## config.mk

```make
export PLATFORM = sky130hd
export DESIGN_NAME = btn_conditioner
export DESIGN_NICKNAME = d
export VERILOG_FILES = /design/src/rtl/btn_conditioner.sv
export SDC_FILE = /design/constraint.sdc
export NUM_CORES = 1
export LEC_CHECK = 0
export ABC_AREA = 1
export CELL_PAD_IN_SITES_DETAIL_PLACEMENT = 1
export CELL_PAD_IN_SITES_GLOBAL_PLACEMENT = 2
export CORE_MARGIN = 2
export CORE_UTILIZATION = 36
export CTS_CLUSTER_DIAMETER = 30
export CTS_CLUSTER_SIZE = 14
export DETAILED_ROUTE_END_ITERATION = 10
export PLACE_DENSITY = 0.84
export SYNTH_ARGS = -nofsm -noshare
export SYNTH_HDL_FRONTEND = slang
export SYNTH_SLANG_ARGS = --single-unit
```

## constraint.sdc

```tcl
create_clock -name clock -period 2.2 [get_ports clock]
set_clock_uncertainty 0.15 [all_clocks]
set_input_delay 0.55 -clock clock [delete_from_list [all_inputs] [get_ports clock]]
set_output_delay 0.55 -clock clock [all_outputs]
set_load 0.02 [all_outputs]
```

## src/rtl/btn_conditioner.sv

```systemverilog
// Button/switch front end: 2-flop synchronizers, per-button debounce FSMs and
// a single-cycle, lowest-index-wins press pulse for the downstream ALU stage.
module btn_conditioner #(
    parameter int SIZE_BTN     = 3,
    parameter int SIZE_COD     = 6,
    parameter int DEBOUNCE_CNT = 1000000,
    parameter int CNT_W        = 20
) (
    input  logic                clock,
    input  logic                i_reset,
    input  logic [SIZE_BTN-1:0] i_btn_raw,
    input  logic [SIZE_COD-1:0] i_sw_raw,
    output logic [SIZE_BTN-1:0] o_btn,
    output logic [SIZE_COD-1:0] o_sw,
    output logic [SIZE_BTN-1:0] o_btn_level
);

    typedef enum logic [1:0] {
        IDLE,
        PRESS_WAIT,
        PRESSED,
        RELEASE_WAIT
    } state_t;

    localparam logic [CNT_W-1:0] CNT_LAST = CNT_W'(DEBOUNCE_CNT - 1);

    logic [SIZE_BTN-1:0] btn_meta;
    logic [SIZE_BTN-1:0] btn_sync;
    logic [SIZE_COD-1:0] sw_meta;
    logic [SIZE_COD-1:0] sw_sync;
    logic [SIZE_BTN-1:0] press_req;
    logic [SIZE_BTN-1:0] grant;

    // NOTE: sequential state uses non-blocking assignments so every flop samples
    // pre-edge values; blocking here would collapse the two synchronizer stages.
    always_ff @(posedge clock or negedge i_reset) begin
        if (!i_reset) begin
            btn_meta <= '0;
            btn_sync <= '0;
            sw_meta  <= '0;
            sw_sync  <= '0;
        end else begin
            btn_meta <= i_btn_raw;
            btn_sync <= btn_meta;
            sw_meta  <= i_sw_raw;
            sw_sync  <= sw_meta;
        end
    end

    assign o_sw = sw_sync;

    for (genvar i = 0; i < SIZE_BTN; i++) begin : g_btn
        state_t           state;
        state_t           state_nxt;
        logic [CNT_W-1:0] cnt;
        logic [CNT_W-1:0] cnt_nxt;
        logic             req;

        always_ff @(posedge clock or negedge i_reset) begin
            if (!i_reset) begin
                state <= IDLE;
                cnt   <= '0;
            end else begin
                state <= state_nxt;
                cnt   <= cnt_nxt;
            end
        end

        // NOTE: every output of this block gets a default before the case, so no
        // path leaves a value unassigned and no latch is inferred.
        always_comb begin
            state_nxt = state;
            cnt_nxt   = cnt;
            req       = 1'b0;
            case (state)
                IDLE: begin
                    if (btn_sync[i]) begin
                        state_nxt = PRESS_WAIT;
                        cnt_nxt   = '0;
                    end
                end
                PRESS_WAIT: begin
                    if (!btn_sync[i]) begin
                        state_nxt = IDLE;
                        cnt_nxt   = '0;
                    end else if (cnt == CNT_LAST) begin
                        state_nxt = PRESSED;
                        cnt_nxt   = '0;
                        req       = 1'b1;
                    end else begin
                        cnt_nxt = cnt + CNT_W'(1);
                    end
                end
                PRESSED: begin
                    if (!btn_sync[i]) begin
                        state_nxt = RELEASE_WAIT;
                        cnt_nxt   = '0;
                    end
                end
                RELEASE_WAIT: begin
                    // A bounce back high resumes PRESSED without a second request.
                    if (btn_sync[i]) begin
                        state_nxt = PRESSED;
                        cnt_nxt   = '0;
                    end else if (cnt == CNT_LAST) begin
                        state_nxt = IDLE;
                        cnt_nxt   = '0;
                    end else begin
                        cnt_nxt = cnt + CNT_W'(1);
                    end
                end
                default: begin
                    state_nxt = IDLE;
                    cnt_nxt   = '0;
                end
            endcase
        end

        assign press_req[i]   = req;
        assign o_btn_level[i] = (state == PRESSED) || (state == RELEASE_WAIT);
    end

    // Isolate the lowest set request; losing requests are dropped, not queued.
    assign grant = press_req & (~press_req + SIZE_BTN'(1));

    always_ff @(posedge clock or negedge i_reset) begin
        if (!i_reset) begin
            o_btn <= '0;
        end else begin
            o_btn <= grant;
        end
    end

endmodule

```

==> Word level (Yosys, flattened, before mapping) <==
Index checks and enable logic that the tools add are counted.
{ "word_totals": {"ff_bits": 87, "in_bits": 11, "out_inout_bits": 12, "elab_cells": 101} }
{ "classes": {"n_addsub": 4, "n_eq_ne": 24, "n_mux": 48, "n_bitwise": 2, "reduce_logical": 12} }
{ "op_table": {"columns": ["cell", "n"], "rows": [
  ["$mux 20", 15],
  ["$pmux 20 s4", 3],
  ["$add 20x1->20 const B", 3],
  ["$eq 20x20->1 const B", 3],
  ["$mux 2", 18],
  ["$pmux 2 s4", 3],
  ["$ne 3x3->1 const B", 6],
  ["$eq 2x2->1 const B", 6],
  ["$ne 2x2->1 const B", 6],
  ["$reduce_and 4->1", 3],
  ["$mux 1", 9],
  ["$eq 2x1->1 const B", 3],
  ["$logic_not 2->1", 3],
  ["$reduce_and 2->1", 3],
  ["$add 3x1->3 const B", 1],
  ["$and 3x3->3", 1],
  ["$logic_or 1x1->1", 3],
  ["$not 3->3", 1]
]} }

==> Logic depth before layout (Yosys ltp) <==
Gate-level depths: netlist of run 1.
{ "depth": {"depth_word": 7, "depth_mapped": 9, "depth_no_buf": 9} }

==> Least setup slack after synthesis of run 1 <==
Ideal clock, no wire load.
{ "synth_timing": {"kind": "register -> register", "startpoint": "register g_btn[0].cnt[0]", "endpoint": "register g_btn[0].cnt[9]", "setup_time_ns": 0.125, "arrival_time_ns": 1.339, "required_time_ns": 1.925, "slack_ns": 0.586, "path_stages_with_launch": 8, "path_buffers": 1, "period_less_slack_ns": 1.614, "cell_sequence": "dfrtp_1 -> ha_1 -> nand2_2 -> nor3_4 -> nand3_2 -> nand2_2 -> buf_6 -> o22ai_1"} }
{ "synth_between": {"elab_chain_cells": 4, "word_cells_on_any_way": 6, "classes_between": "add/sub (1); eq/ne (1); mux (4)"} }
{ "synth_rtl": {"columns": ["item", "line_no", "source"], "rows": [
  ["from (decl)", "55", "logic [CNT_W-1:0] cnt;"],
  ["from (signal assigned)", "65", "cnt <= cnt_nxt;"],
  ["$add 20x1->20 or $eq 20x20->1 (tied branches)", null, null],
  ["$mux 20 (*)", "86, 105", null],
  ["$mux 20, on equally long branches", "102, 83", null],
  ["$pmux 20 s4 (*)", "75", "case (state)"]
]} }
Every way passes the cells marked *; elsewhere a longest branch is shown, timed or not.
A chain may end at the register's enable or synchronous reset.

==> results.md, run 1 <==
Status:
- The run finished with clean final reports.

Clocking:
- The H-tree was split into 3 levels.
- Counting every sink on the clock net gives 87.
- Clock tree synthesis selected as its root buffer the cell sky130_fd_sc_hd__clkbuf_16.
- No sink is reached through more buffers than the 2 on the longest clock path.
- The clock slew seen by the registers of the worst setup and hold paths is 70 ps.
- The TritonCTS clock tree is built.
- The clock buffer count from CTS is 9.
- The later pin in the worst-skew pair is clocked with a latency of 360 ps.

Synth:
- The synthesized netlist cell count is 604.
- In the synthesized netlist the async set-or-reset flop fraction comes to 100%.
- After synthesis the cells add up to 0.00462 mm2.
- When the netlist entered floorplanning its net count stood at 618.
- The post-synthesis register bit count is 87.
- In the synthesized netlist the dominant register cell turns out to be sky130_fd_sc_hd__dfrtp_1.
- Yosys mapped a number of flops with a built-in enable equal to 0.
- Among all cell types in the netlist, the one instantiated most often is sky130_fd_sc_hd__nand2_1.
- The synthesized netlist contains 33 unique library cells.
- Each instance of the synthesized netlist takes up on average 7.65 um2.
- The fraction of the yosys area taken by sequential cells is 47.1%.
- Of all cell types, the one taking the most synthesized area is sky130_fd_sc_hd__dfrtp_1.
- The share of Yosys cell area claimed by the top area cell type is 47.1%.
- The warning count from the yosys run is 0.
- By count the netlist is led by 167 x sky130_fd_sc_hd__nand2_1, 87 x sky130_fd_sc_hd__dfrtp_1, 73 x sky130_fd_sc_hd__inv_1, 62 x sky130_fd_sc_hd__nand3_1, 57 x sky130_fd_sc_hd__nor2_1.
- By area the synthesized netlist is led by sky130_fd_sc_hd__dfrtp_1 47%, sky130_fd_sc_hd__nand2_1 14%, sky130_fd_sc_hd__nand3_1 6.7%.

Setup path:
- The number of stages on the worst setup path is 1.
- The master of the slowest instance on the critical path is sky130_fd_sc_hd__clkdlybuf4s50_1.
- The critical path's largest stage delay is 630 ps.
- The number of cells on the worst reg-to-reg path is 8.
- Broken down by cell family, the worst path's largest delay share belongs to buffers and inverters.
- By startpoint and endpoint, the worst setup path is classified as flop to primary output.
- The kind of end point of the critical path is a primary output.
- The data required time at the worst endpoint is 1500 ps.
- The signal on the critical path passes through clkdlybuf4s50_1.
- Of all nets on the critical path, the largest fanout is 4.
- For flop-to-flop paths, the worst setup slack is 310 ps.
- Counting both buffers and inverters, the worst setup path holds a total of 1.
- In this run the critical register-to-register path is launched from g_btn[1].cnt[0].
- Data arrives at the worst endpoint at 1380 ps.
- The critical path ends at o_btn_level[2].
- The startpoint class of the critical path is a flop.

STA:
- Counting I/O delays and the setup requirement, the final critical path takes 2080 ps.
- The worst relative slew slack is 64.2%.
- The number of max-slew violations in the final report is 0.
- The final critical path takes up 94.7% of the cycle.
- Adding up every negative setup slack in the final design gives 0 ps.
- The final number of hold-violating endpoints was 0.
- Timing would allow up to 480 MHz.
- Setup violations remaining at the end of the flow were counted as 0.
- Setup repair after global routing left no endpoint under its margin.
- The slew at the pin closest to its max-slew limit is 536 ps.

Die:
- The core region is 0.0126 mm2.
- The placement row count is 41.
- The initial standard-cell utilization of the core is 36.8%.
- The area enclosed by the die boundary is 0.0138 mm2.
- In this run the horizontal extent of the chip is 117 um.
- The die is 117 um tall.
- The number of primary I/O pins is 23.

Drt:
- The detailed router placed 4064 vias in this run.
- The number of routed nets with antenna violations is 0.
- The ratio of routed vias to standard cells is 5.02.
- The initial detailed-routing violation count is 170.
- The mean routed wirelength per cell is 14.9 um.
- In the routed design, unresolved DRC markers number 0.
- The aggregate routed wire length is 12100 um.
- The first detailed-routing pass ran for 4 iterations.

GRT:
- The first-pass GRT wire length is 20700 um.
- The initial antenna violation count is 0.
- The via count of the first global-routing pass is 4256.
- The total overflow left after global routing is 0.
- Entering global routing, the biggest net connects 33 pins.
- The overall fraction of global-route tracks in use is 19.4%.

Cells and area:
- The ratio of cells with drive above 1 in the final layout is 6.74%.
- The number of nets at the end of the flow is 647.
- The antenna cell count is 0.
- The layout overhead on the synthesized area is 16.1%.
- The area of all placed cells without fillers is 0.00537 mm2.

Run:
- The max-cap violation count is 0.

Place:
- The number of input and output port buffers inserted is 22.
- Detailed placement finished with a half-perimeter wire length of 8950 um.
- The placement-stage cell area is 0.00506 mm2.
- The congestion estimate from routability-driven global placement came to 0.828.

Power:
- Power spread over the standard cell area amounts to 812 mW/mm2.
- The worst-case IR drop observed on VDD is 454 uV.
- For this design the static power due to leakage is 2.30 nW.

Worst hold path:
- The launch point of the worst hold path is sw_meta[0].
- The worst hold path class is flop to flop.
flip-flops by register name, indices dropped and copies added, names as in the netlist, named ones only:
| name | count |
|---|---|
| sw_meta | 6 |
| g_btn.state | 3 |
| btn_meta | 3 |
| g_btn.cnt | 60 |
| btn_sync | 3 |
| o_sw | 6 |
| o_btn | 3 |
timing repair:
action | 4_1_cts | 5_1_grt
gates resized for setup | 0 | 1
setup buffers | 0 | 0
endpoints found under the setup margin | 0 | 13
endpoints found under the hold margin | 26 | 0
hold buffers | 1 | 0
worst min path at each step:
stage / to / slack (ps) / cells past startpoint
global placement: o_sw[2] / 180 / 0
global route: o_sw[2] / 210 / 0
CTS: o_sw[0] / 200 / 0
finish: o_sw[0] / 200 / 0
floorplan: asynchronous set/reset pin / 100 / 0
detailed placement: o_sw[0] / 190 / 0
layer usage:
layer / up-vias / share of wire, % / track usage, %
met5: - / 0 / 0
met4: 0 / 1.3 / 6.43
met3: 11 / 2.0 / 4.17
met2: 23 / 49 / 32.4
met1: 1996 / 48 / 25.2
li1: 2034 / - / -
kinds of logic (layout without fill, tap and decap cells):
kind of cell | count (synthesis) | count (layout) | share of synthesized area [%]
AOI/OAI and AO/OA | 73 | 73 | 8.85
xor gates and xnor gates | 17 | 17 | 3.22
adders and majority gates | 3 | 3 | 0.812
buffers and inverters | 87 | 121 | 7.42
DFF | 87 | 87 | 47.1
and+or+nand+nor | 337 | 337 | 32.6
cells in the final DEF (no fill, tap or decap), drive strengths merged, types with 2 or more instances in the layout:
master | Yosys | final
o21bai | 4 | 4
nand3 | 66 | 66
nand4 | 20 | 20
dfrtp | 87 | 87
xnor2 | 3 | 3
nor2 | 63 | 63
clkbuf | 6 | 9
clkinv | 1 | 2
or2 | 2 | 2
nand2 | 170 | 170
inv | 74 | 79
o22ai | 21 | 21
a31oi | 3 | 3
ha | 3 | 3
nor3 | 14 | 14
a21oi | 10 | 10
buf | 6 | 8
clkdlybuf4s50 | 0 | 21
o21ai | 35 | 35
xor2 | 14 | 14
stage by stage:
stage	std cells	total power, W	worst slack [ps]	hold WS [ps]	util, %
6_report	810	0.00435	117	201	42.7
5_1_grt	810	0.00463	46.2	208	42.7
4_1_cts	810	0.00444	81.2	204	42.7
3_5_place_dp	793	0.00286	157	187	40.2
3_3_place_gp	793	0.00282	247	182	40.2
2_1_floorplan	604	0.00248	586	104	-
cell type report:
type / count / area (um2)
clock buffer: 9 / 225
clock inverter: 7 / 70.1
fill: 1551 / 7200
inverter: 75 / 282
multi-input combinational: 430 / 2100
sequential: 87 / 2180
tap: 172 / 215
timing repair buffer: 30 / 293
where the power goes:
part	internal [W]	switching (W)	leakage, nW
combinational	0.000287	0.000673	1.00
sequential	0.00172	0.000127	1.16
clock	0.000804	0.000747	0.144
No activity file was read; power rests on OpenSTA's default activity.
==> run 2: changes to the inputs <==
ABC_AREA = 0   (was 1)
CORE_ASPECT_RATIO = 0.8   (was not set)
CORE_UTILIZATION = 35   (was 36)
PLACE_DENSITY = 0.8   (was 0.84)
clock period = 1.8 ns   (was 2.2 ns; I/O delays follow)
==> run 2 against run 1 <==
Effect of this change: the run now ends with negative hold slack, negative setup slack left; design area grew 24%; critical path depth up 6; largest cell class is now multi-input combinational cells; sequential share of layout area fell by 7.9 points; utilization increased by 13 points; hold slack worse by 230 ps; via count rose by 1.2%; routed wire length is 18% higher; critical path type is now flop to flop; global-route usage is 1.1 points higher.
==> results.md, run 2 <==
Status:
- The run finished, with violations left.
- The final reports fail on negative hold slack, negative setup slack.

STA:
- Setup repair after global routing could not meet its margin everywhere.
- Based on the critical path, the design can be clocked at up to 491 MHz.
- The count of endpoints failing setup in the final report came to 57 (+57).
- The final worst hold slack came to -25.1 ps (-226 ps).
- The final number of hold-violating endpoints is 12 (+12).
- The slew at the pin closest to its max-slew limit is 480 ps (-55.9 ps).
- The post-route worst setup slack is -238 ps (-355 ps).
- The part of the cycle the worst path needs is 113%.
- The number of max-slew violations in the final report is 0 (unchanged).
- The worst path in the final design needs a cycle of 2040 ps, including I/O delays and setup.
- The worst relative slew slack is 68.0% (+3.8 points).

GRT:
- The first-pass GRT wire length is 21300 um (+2.8%).
- The maximum number of pins on one net before global-route repair was 88 (+170%).
- The overall fraction of global-route tracks in use is 20.5% (+1.1 points).
- The initial antenna violation count came to 0 (unchanged).
- The via count of the first global-routing pass is 4293 (+0.87%).
- The overall overflow remaining after global route is 0 (unchanged).

Cells and area:
- The number of filler cells placed in the layout is 1298 (-16%).
- Relative to the synthesized area, the layout overhead comes to 55.3%.
- g_btn.cnt holds more flip-flops than any other register.
- In the layout the commonest cells are 101 x sky130_fd_sc_hd__buf_4, 85 x sky130_fd_sc_hd__dfrtp_1, 44 x sky130_fd_sc_hd__nand2_1.
- The antenna cell count is 0 (unchanged).
- The footprint of the multi-input gates is 0.00254 mm2 (+21%).
- Leaving out fill and tap cells, the most frequent cell in the layout is sky130_fd_sc_hd__buf_4.
- The flip-flop count of the largest register after layout is 60 (unchanged).
- The ratio of cells with drive above 1 in the final layout is 46.3% (+40 points).
- The sequential cell area in the final layout is 0.00218 mm2 (+0.11%).
- The number of nets at the end of the flow is 598 (-7.6%).

Clocking:
- The clock buffer count from CTS came to 9 (unchanged).
- The master cell of the clock root buffer is sky130_fd_sc_hd__clkbuf_16.
- The number of hold-repair buffers added at the cts stage is 0 (-1).
- The clock latency on the worst-skew pair is 350 ps (about the same).
- The number of levels the H-tree was split into is 3 (unchanged).
- The total number of clock tree sinks is 87 (unchanged).
- The clock slew seen by the registers of the worst setup and hold paths was 80 ps (about the same).
- The maximum buffer depth of the clock tree is 2 (unchanged).
- TritonCTS built the clock tree.

Setup path:
- The minimum setup slack among reg-to-reg paths came to -240 ps (-550 ps).
- The data arrival time of the critical path came to 2110 ps (+730 ps).
- On the critical path the largest part of the delay comes from simple AND/OR/NAND/NOR gates.
- The critical path's largest stage delay is 440 ps (-190 ps).
- The largest fanout on the critical path came to 5 (+1).
- The most frequent cell on the critical path is sky130_fd_sc_hd__buf_4.
- The critical path goes through buf_4 -> nand4_1 -> nor4_4 -> nand3_1 -> buf_4 -> o21ai_0 -> a31oi_1.
- The worst register-to-register path begins at g_btn[0].cnt[8].
- The count of buffering cells on the critical path with inverters included is 2 (+1).
- The path depth of the worst reg2reg path is 7 (-1).
- The endpoint of the worst-slack reg-to-reg timing path is g_btn[0].cnt[15].
- STA classifies the critical path startpoint as a flop.
- The kind of end point of the critical path is a flop.
- For this design, the slowest cell found on the critical path is sky130_fd_sc_hd__nor4_4.
- The data required time at the worst endpoint came to 1880 ps (+380 ps).
- The critical path is of the flop to flop type.

Die:
- The horizontal die dimension is 128 um (+9.0%).
- The area enclosed by the die boundary came to 0.0132 mm2 (-4.2%).
- The initial standard-cell utilization of the core is 35.6% (-1.2 points).
- The placement row count is 36 (-12%).
- The height of the chip was 103 um (-12%).
- The area of the placeable core came to 0.0121 mm2 (-4.0%).
- The number of primary I/O pins is 23 (unchanged).

Power:
- The worst-case vdd ir drop was 618 uV (+36%).
- The leakage power of the design is 2.98 nW (+30%).
- The internal power is 0.00399 W (+42%).
- The switching power is 0.00190 W (+23%).
- The logic gate share of total power is 30.2% (+8.2 points).
- The share of power burned in the clock network is 33.0% (-2.6 points).
- The sequential share of power is 36.8% (-5.5 points).
- The power density over cell area is 882 mW/mm2 (+8.7%).
- The switching share of total power is 32.3% (-3.3 points).

Synth:
- The distinct cell type count after synthesis is 60 (+82%).
- The most used flip-flop cell after synthesis is sky130_fd_sc_hd__dfrtp_1.
- The post-synthesis average cell area is 9.81 um2 (+28%).
- The net count after synthesis came to 452 (-27%).
- The fraction of the yosys area taken by sequential cells is 50.7% (+3.6 points).
- Sorting the synthesized cells by how often they occur yields 87 x sky130_fd_sc_hd__dfrtp_1, 58 x sky130_fd_sc_hd__nand2_1, 31 x sky130_fd_sc_hd__nand3_1, 30 x sky130_fd_sc_hd__a31oi_1, 24 x sky130_fd_sc_hd__o21ai_0.
- Yosys instantiated no cell more often than sky130_fd_sc_hd__dfrtp_1.
- The post-synthesis register bit count is 87 (unchanged).
- The area of the mapped netlist came to 0.00430 mm2 (-7.0%).
- The async set-reset flop share out of synthesis was 100% (unchanged).
- The share of Yosys cell area claimed by the top area cell type is 50.7% (+3.6 points).
- The synthesized netlist cell count is 438 (-27%).
- By area the synthesized netlist is led by sky130_fd_sc_hd__dfrtp_1 51%, sky130_fd_sc_hd__nand2_1 5.1%, sky130_fd_sc_hd__a31oi_1 4.4%.
- The number of flops mapped to enable cells by yosys is 0 (unchanged).
- Summed over all instances, the cell type with the most area after synthesis is sky130_fd_sc_hd__dfrtp_1.
- The warning count from the yosys run is 0 (unchanged).

Place:
- The number of input and output port buffers inserted is 22 (unchanged).
- The placer's final routability congestion estimate was 0.798 (-3.7%).
- The minimum setup slack after placement is -149 ps (-306 ps).
- The half-perimeter wire length after placement is 8530 um (-4.6%).

Drt:
- The mean routed wirelength per cell is 19.3 um (+29%).
- The number of routed nets with antenna violations was 0 (unchanged).
- The total DRC errors in the routed layout is 0 (unchanged).
- The aggregate routed wire length is 14300 um (+18%).
- The initial detailed-routing violation count is 172 (+1.2%).
- The number of optimization iterations in the first detailed-route pass is 4 (unchanged).
- The routed via count was 4113 (+1.2%).
- The ratio of routed vias to standard cells is 5.55 (+11%).

Run:
- The max-cap violation count is 0 (unchanged).

Worst hold path:
- The worst hold path class is input pin to asynchronous set/reset pin.
## run 2: cell types whose count changed after synthesis, moves of 11 or more
cell | previous run | this run
sky130_fd_sc_hd__nand4_1 | 20 | 9
sky130_fd_sc_hd__nor2_1 | 57 | 21
sky130_fd_sc_hd__a31oi_1 | 3 | 30
sky130_fd_sc_hd__a21oi_1 | 10 | 23
sky130_fd_sc_hd__nand2_1 | 167 | 58
sky130_fd_sc_hd__o22ai_1 | 21 | 0
sky130_fd_sc_hd__inv_1 | 73 | 6
sky130_fd_sc_hd__xor2_1 | 14 | 3
sky130_fd_sc_hd__nand3_1 | 62 | 31
## run 2: how the worst max path moves through the flow
stage                         start                to  slack (ps)  cells after the start
floorplan           g_btn[1].cnt[3]  g_btn[1].cnt[17]         -40                      6
global placement    g_btn[0].cnt[6]  g_btn[0].cnt[13]        -130                      6
detailed placement  g_btn[2].cnt[8]              flop        -150                      5
CTS                 g_btn[0].cnt[8]  g_btn[0].cnt[13]        -130                      6
global route        g_btn[0].cnt[7]  g_btn[0].cnt[15]        -360                      6
finish              g_btn[0].cnt[8]  g_btn[0].cnt[15]        -240                      7
## run 2: logic make-up (layout without fill, tap and decap cells)
family / Yosys count / in the layout / synth area share (%)
adders and majority gates: 3 / 3 / 0.874
muxes: 7 / 7 / 1.75
and+or+nand+nor: 190 / 190 / 24.2
xor gates and xnor gates: 8 / 8 / 1.81
buffers and inverters: 29 / 180 / 3.47
AOI/OAI and AO/OA: 114 / 114 / 17.2
DFF: 87 / 87 / 50.7
## run 2: metrics by stage
step	power (W)	cells	setup TNS, ps	utilization [%]	cell area (um2)
after detailed placement	0.00353	698	-2360	45.5	5490
after floorplan	0.00286	438	-103	-	4340
after global routing	0.00612	741	-9480	55.3	6670
final	0.00589	741	-4960	55.3	6670
after CTS	0.00579	725	-1930	50.9	6150
after global placement	0.00348	698	-1030	45.5	5490
## run 2: area by class of cell
type                            count  area share [%]
Multi-Input combinational cell    322            38.1
Sequential cell                    87            32.7
Timing Repair Buffer              158            21.4
Clock buffer                        9            3.38
Tap cell                          152            2.85
Clock inverter                      7            1.20
Inverter                            6           0.338
## run 2: routing by layer
layer,track usage [%],routed length [um]
met1,25.6,6310
met2,37.1,7460
met3,3.84,364
met4,5.16,176
met5,0,0
## run 2: timing repair
item                                    CTS  global route
gates cloned                              2             2
endpoints found under the hold margin     0             0
endpoints found under the setup margin   59            65
resized for setup                        70           107
pin swaps                                37            51
buffers inserted                         12            17
## run 2: power groups by stage
stage | clock (W) | sequential [W] | combinational [W]
2_1_floorplan | 0 | 0.00220 | 0.000658
3_3_place_gp | 0 | 0.00218 | 0.00129
3_5_place_dp | 0 | 0.00219 | 0.00133
4_1_cts | 0.00198 | 0.00216 | 0.00165
5_1_grt | 0.00203 | 0.00218 | 0.00191
6_report | 0.00194 | 0.00217 | 0.00178
## run 2: worst register-to-register path: stages (launching register included)
cell,delay (ps)
sky130_fd_sc_hd__dfrtp_1,350
sky130_fd_sc_hd__buf_4,140
sky130_fd_sc_hd__nand4_1,230
sky130_fd_sc_hd__nor4_4,450
sky130_fd_sc_hd__nand3_1,170
sky130_fd_sc_hd__buf_4,170
sky130_fd_sc_hd__o21ai_0,170
sky130_fd_sc_hd__a31oi_1,100
